<file path="config.mk">
export PLATFORM = sky130hd
export DESIGN_NAME = mdu_seq
export DESIGN_NICKNAME = d
export VERILOG_FILES = /design/src/rtl/mdu_seq.sv
export SDC_FILE = /design/constraint.sdc
export NUM_CORES = 1
export LEC_CHECK = 0
export CAP_MARGIN = 40
export CORE_AREA = 2 2 147 221
export DETAILED_ROUTE_END_ITERATION = 8
export DIE_AREA = 0 0 149 223
export PLACE_DENSITY_LB_ADDON = 0.25
export SYNTH_ARGS = -nofsm -noshare
export SYNTH_HDL_FRONTEND = slang
export SYNTH_SLANG_ARGS = --single-unit
</file>
<file path="constraint.sdc">
create_clock -name clk -period 4.75 [get_ports clk]
set_input_delay 1.425 -clock clk [delete_from_list [all_inputs] [get_ports clk]]
set_output_delay 1.425 -clock clk [all_outputs]
set_load 0.05 [all_outputs]
</file>
<file path="src/rtl/mdu_seq.sv">
// Sequential multiply/divide unit: radix-2 shift-add multiply and restoring divide,
// WIDTH iterations per operation followed by a sign-fix cycle and a one-cycle done pulse.
module mdu_seq #(
  parameter int WIDTH = 32
) (
  input  logic             clk,
  input  logic             rst,
  input  logic             start,
  input  logic [1:0]       op,
  input  logic [WIDTH-1:0] a,
  input  logic [WIDTH-1:0] b,
  output logic             busy,
  output logic             done,
  output logic [WIDTH-1:0] hi,
  output logic [WIDTH-1:0] lo,
  output logic             div_by_zero
);

  localparam int CW = $clog2(WIDTH) + 1;
  localparam logic [CW-1:0] LAST_STEP = CW'(WIDTH - 1);

  typedef enum logic [1:0] {
    IDLE = 2'd0,
    CALC = 2'd1,
    FIX  = 2'd2,
    DONE = 2'd3
  } state_t;

  function automatic logic [WIDTH-1:0] neg_w(input logic [WIDTH-1:0] x);
    return ~x + {{(WIDTH-1){1'b0}}, 1'b1};
  endfunction

  function automatic logic [2*WIDTH-1:0] neg_2w(input logic [2*WIDTH-1:0] x);
    return ~x + {{(2*WIDTH-1){1'b0}}, 1'b1};
  endfunction

  state_t               state_r;
  logic [CW-1:0]        cnt_r;
  logic [1:0]           op_r;
  logic                 sa_r, sb_r;
  logic [WIDTH-1:0]     ma_r, mb_r;
  logic [2*WIDTH-1:0]   p_r;
  logic                 busy_r, done_r, dbz_r;
  logic [WIDTH-1:0]     hi_r, lo_r;

  logic [WIDTH:0]       mul_sum_s;
  logic [WIDTH:0]       div_shift_s;
  logic [WIDTH:0]       div_diff_s;
  logic [2*WIDTH-1:0]   p_next_s;
  logic [2*WIDTH-1:0]   prod_s;
  logic [WIDTH-1:0]     fix_hi_s, fix_lo_s;
  logic                 fix_dbz_s;

  // One iteration: p_r holds {acc, multiplier} for multiply, {remainder, dividend/quotient} for divide
  always_comb begin
    mul_sum_s   = {1'b0, p_r[2*WIDTH-1:WIDTH]} + (p_r[0] ? {1'b0, ma_r} : {(WIDTH+1){1'b0}});
    div_shift_s = {p_r[2*WIDTH-1:WIDTH], p_r[WIDTH-1]};
    div_diff_s  = div_shift_s - {1'b0, mb_r};
    p_next_s    = p_r;
    if (op_r[1]) begin
      if (!div_diff_s[WIDTH]) begin
        p_next_s = {div_diff_s[WIDTH-1:0], p_r[WIDTH-2:0], 1'b1};
      end else begin
        p_next_s = {div_shift_s[WIDTH-1:0], p_r[WIDTH-2:0], 1'b0};
      end
    end else begin
      p_next_s = {mul_sum_s, p_r[WIDTH-1:1]};
    end
  end

  // Sign correction of the magnitude result; a zero divisor forces an all-ones quotient
  always_comb begin
    prod_s    = p_r;
    fix_hi_s  = p_r[2*WIDTH-1:WIDTH];
    fix_lo_s  = p_r[WIDTH-1:0];
    fix_dbz_s = 1'b0;
    if (op_r[1]) begin
      fix_dbz_s = (mb_r == {WIDTH{1'b0}});
      if (sa_r) begin
        fix_hi_s = neg_w(p_r[2*WIDTH-1:WIDTH]);
      end else begin
        fix_hi_s = p_r[2*WIDTH-1:WIDTH];
      end
      if (fix_dbz_s) begin
        fix_lo_s = {WIDTH{1'b1}};
      end else if (sa_r ^ sb_r) begin
        fix_lo_s = neg_w(p_r[WIDTH-1:0]);
      end else begin
        fix_lo_s = p_r[WIDTH-1:0];
      end
    end else begin
      if (sa_r ^ sb_r) begin
        prod_s = neg_2w(p_r);
      end else begin
        prod_s = p_r;
      end
      fix_hi_s = prod_s[2*WIDTH-1:WIDTH];
      fix_lo_s = prod_s[WIDTH-1:0];
    end
  end

  // Control FSM, datapath state and registered outputs
  always_ff @(posedge clk or negedge rst) begin
    if (!rst) begin
      state_r <= IDLE;
      cnt_r   <= {CW{1'b0}};
      op_r    <= 2'b00;
      sa_r    <= 1'b0;
      sb_r    <= 1'b0;
      ma_r    <= {WIDTH{1'b0}};
      mb_r    <= {WIDTH{1'b0}};
      p_r     <= {(2*WIDTH){1'b0}};
      busy_r  <= 1'b0;
      done_r  <= 1'b0;
      dbz_r   <= 1'b0;
      hi_r    <= {WIDTH{1'b0}};
      lo_r    <= {WIDTH{1'b0}};
    end else begin
      case (state_r)
        IDLE: begin
          done_r <= 1'b0;
          if (start) begin
            op_r    <= op;
            sa_r    <= op[0] & a[WIDTH-1];
            sb_r    <= op[0] & b[WIDTH-1];
            ma_r    <= (op[0] & a[WIDTH-1]) ? neg_w(a) : a;
            mb_r    <= (op[0] & b[WIDTH-1]) ? neg_w(b) : b;
            p_r     <= {{WIDTH{1'b0}}, op[1] ? ((op[0] & a[WIDTH-1]) ? neg_w(a) : a)
                                             : ((op[0] & b[WIDTH-1]) ? neg_w(b) : b)};
            cnt_r   <= {CW{1'b0}};
            busy_r  <= 1'b1;
            state_r <= CALC;
          end else begin
            busy_r  <= 1'b0;
            state_r <= IDLE;
          end
        end
        CALC: begin
          p_r   <= p_next_s;
          cnt_r <= cnt_r + {{(CW-1){1'b0}}, 1'b1};
          if (cnt_r == LAST_STEP) begin
            state_r <= FIX;
          end else begin
            state_r <= CALC;
          end
        end
        FIX: begin
          hi_r    <= fix_hi_s;
          lo_r    <= fix_lo_s;
          dbz_r   <= fix_dbz_s;
          done_r  <= 1'b1;
          state_r <= DONE;
        end
        DONE: begin
          done_r  <= 1'b0;
          busy_r  <= 1'b0;
          state_r <= IDLE;
        end
        default: begin
          done_r  <= 1'b0;
          busy_r  <= 1'b0;
          state_r <= IDLE;
        end
      endcase
    end
  end

  assign busy        = busy_r;
  assign done        = done_r;
  assign hi          = hi_r;
  assign lo          = lo_r;
  assign div_by_zero = dbz_r;

endmodule

</file>
==> flow_metrics.py <==
metrics = {
    "synthesis": {
        "synth-async-reset-ratio_pct": 100,
        "synth_xor_area_share_pct": 9.99,
        "ys_ff_latch": 206,
        "yosysSeqAreaShare_pct": 33.4,
        "synth-compound-area-share_pct": 22.9,
        "synth-simple-area-share_pct": 19.1,
        "synth_edf_count": 0,
        "yosys.area.top_type_share_pct": 33.4,
        "synth_top_family_by_area": "compound AO/OA/AOI/OAI gates",
        "synthAdderAreaFrac_pct": 6.26,
        "syn_area_um2": 15400,
        "netlist_instances": 1916,
        "muxShareOfSynthArea_pct": 4.37,
        "ys_top_cells_by_area": "dfrtp_1 (33%), a21oi_1 (7.5%), ha_1 (6.0%)",
        "synthFlopType": "dfrtp_1",
        "ys_warn_count": 0,
        "ys_types": 70,
        "synth_nets": 2061,
        "syn_area_per_cell_um2": 8.06,
        "yosysTopAreaCell": "dfrtp_1",
    },
    "clock_network": {
        "cts_made_buffers": 22,
        "cts-resized-gates": 0,
        "cts_sinks": 206,
        "clk_latency_ns": 0.53,
        "clk_pin_slew_ns": 0.06,
        "ctsRootBufferMaster": "clkbuf_16",
        "cts_post_setup_buffers_inserted": 0,
        "htreeDepth": 1,
        "ctsHoldBuffers": 0,
        "ctsLongestPathBuffers": 3,
        "cts_tree": "built",
    },
    "detailed_routing": {
        "drtIter0Drc": 1083,
        "drt_drc_violations_left": 0,
        "vias_per_cell": 6.10,
        "finalWirelength_um": 54800,
        "vias": 15200,
        "drt_first_pass_iters": 5,
        "ant_nets": 0,
        "detail_route.wl_per_cell_um": 22.0,
    },
    "floorplanning": {
        "row_count": 80,
        "die_area_um2": 33200,
        "core_area_um2": 31400,
        "ios": 136,
        "dieHeight_um": 223,
        "start_util_pct": 49.1,
        "fp.dieW_um": 149,
    },
    "critical_path": {
        "worstPathMaxFanout": 5,
        "crit_family": "simple AND/OR/NAND/NOR gates",
        "crit_chain": "clkdlybuf4s50_1 > or4_1 > nor4_1 > nand2b_1 > or4_1 > o31ai_1 > nand2_1 > o211ai_1 > nand3_1 > o21ai_0",
        "slowest_stage": "or4_1",
        "slowest_delay_ns": 0.59,
        "path_common_cell": "or4_1",
        "cp_num_buf_inv": 1,
        "worst_ep_required_time_ns": 5.19,
        "cp-start-kind": "primary input",
        "worstSetupPathType": "in -> reg",
        "critPathCaptureType": "flip-flop",
        "worst_ep_arrival_time_ns": 4.49,
    },
    "grt": {
        "grt_util_all_layers_pct": 32.9,
        "grt_use_met1_pct": 37.2,
        "grt_max_degree": 100,
        "grt-ovfl-total": 0,
        "grtUsageMet2_pct": 57.2,
        "grt_pass1_vias": 15000,
        "global_route.usage.met3_pct": 2.99,
        "antenna_found_initial": 0,
        "top_usage_layer": "met2",
        "grt_pass1_wl_um": 84300,
    },
    "hold_path": {
        "hp-class": "reg -> reg",
    },
    "finish": {
        "fin_nets": 2208,
        "fillers": 2916,
        "area_delta_synth_final_pct": 19.2,
        "drive_gt1_share_pct": 8.71,
        "mostFrequentLayoutCell": "a21oi_1",
        "final_cell_mix": "a21oi_1 (232), nor2_1 (221), dfrtp_1 (205), nand2_1 (184), o21ai_0 (174)",
        "multiInputGateArea_um2": 9690,
        "fin_util_pct": 58.6,
        "num_antenna_cells": 0,
        "seq_area_um2": 5160,
    },
    "place": {
        "port_buffers": 135,
        "gp_congestion": 1.02,
        "dp_hpwl_um": 43000,
        "dpl_worst_slack_ns": 0.250,
    },
    "power_and_ir_drop": {
        "p_seq_share_pct": 23.5,
        "p_sw_mw": 6.81,
        "p_per_area_nw_per_um2": 739,
        "leakage_nw": 7.93,
        "clock_power_share_pct": 13.2,
        "ir_drop_mv": 0.504,
        "swShare_pct": 50.1,
        "power_frac_comb_pct": 63.3,
        "p_int_mw": 6.79,
    },
    "timing": {
        "setup_violations": 0,
        "slew_headroom_pct": 42.4,
        "tns_ns": 0,
        "fin_skew_ns": 0.0198,
        "period_minus_slack_ns": 4.05,
        "fmax_mhz": 247,
        "fin_ws_ns": 0.702,
        "rsz0062_at_grt": "no",
        "min_period_over_period_pct": 85.2,
        "finalMaxSlewViolations": 0,
        "tightest_slew_ns": 0.864,
        "finalHoldViolCount": 0,
    },
    "outcome": {
        "status": "finished, final reports clean",
    },
    "job": {
        "maxCapViolCount": 0,
    },
}
[logic make-up after synthesis]
logic type                 count (synthesis)
and+or+nand+nor                          628
muxes                                     63
DFF                                      206
adders and majority gates                 76
AOI/OAI and AO/OA                        602
buffers and inverters                    165
xor gates and xnor gates                 176
[sequential cells by signal (all words and copies together), names as in the netlist, named ones only]
name         cells
op_r             1
sa_r             1
hi              32
div_by_zero      1
state_r          1
mb_r            32
busy             1
cnt_r            6
lo              32
ma_r            32
done             1
p_r             64
sb_r             1
[through the flow]
step / std cells / total power [mW] / instance area [um^2] / hold WS (ns)
3_5_place_dp: 2449 / 11.7 / 17700 / 0.470
2_1_floorplan: 1916 / 8.81 / 15400 / 0.442
4_1_cts: 2487 / 13.5 / 18400 / 0.483
6_report: 2487 / 13.6 / 18400 / 0.482
3_3_place_gp: 2447 / 11.5 / 17600 / 0.459
5_1_grt: 2487 / 14.5 / 18400 / 0.499
[Yosys cell counts (3+ instances only)]
master and instances:
o41ai_1 8, or3_4 4, nor3b_1 4, ha_1 74, a211o_1 3, a41oi_1 4, or3_1 12, a31oi_1 18
a22oi_1 11, xor2_1 93, nand3_1 22, or2_2 9, mux2i_1 28, o22ai_1 6, a221oi_1 4, nor4_1 25
xnor2_1 83, a211oi_1 33, buf_2 4, or4_1 11, o31ai_1 20, a21o_1 31, nand3b_1 5, nand2_1 185
o31a_1 4, and4_1 4, o21ai_0 174, o21bai_1 7, nand2b_1 16, and3_1 6, clkbuf_1 86, nor3_1 40
a21oi_1 232, buf_1 6, nor2b_1 7, o211ai_1 15, dfrtp_1 206, mux2_2 35, and2_1 35, nor2_1 221
inv_1 67, o21a_1 11, a22o_1 3, nand4_1 11
[worst min-delay path, cell delays in order, from the launching register on]
cell and delay, ns:
dfrtp_1 0.34, nand2_1 0.05, o21ai_0 0.06
[worst paths after layout]
kind                                startpoint                    to  slack, ns  depth (start not counted)
max in group asynchronous                  rst  ma_r[22]$_DFFE_PN0P_       2.90                          2
min                        ma_r[6]$_DFFE_PN0P_   ma_r[6]$_DFFE_PN0P_       0.48                          2
min in group asynchronous                  rst  mb_r[12]$_DFFE_PN0P_       1.02                          1
max                                       b[7]   p_r[31]$_DFFE_PN0P_       0.70                         10
max reg2reg                p_r[36]$_DFFE_PN0P_   p_r[37]$_DFFE_PN0P_       0.77                         15
min reg2reg                ma_r[6]$_DFFE_PN0P_   ma_r[6]$_DFFE_PN0P_       0.48                          2
[routing by layer]
metal | vias to the layer above | routed length [um]
li1 | 7103 | -
met1 | 7257 | 19800
met2 | 629 | 27400
met3 | 194 | 2670
met4 | 0 | 4900
met5 | - | 0
[area by class of cell]
class | instances | area share [%]
Clock buffer | 30 | 3.43
Clock inverter | 8 | 0.598
Inverter | 68 | 1.39
Multi-Input combinational cell | 1545 | 52.7
Sequential cell | 206 | 28.0
Tap cell | 410 | 2.79
Timing Repair Buffer | 220 | 11.1
[power by group through the flow]
stage                     registers (mW)  logic [mW]  clock network [mW]
after global routing                3.27        9.33                1.89
final                               3.20        8.61                1.80
after detailed placement            3.21        8.48                   0
after floorplan                     3.45        5.36                   0
after global placement              3.18        8.35                   0
after CTS                           3.18        8.52                1.81
No activity file was read; power rests on OpenSTA's default activity.
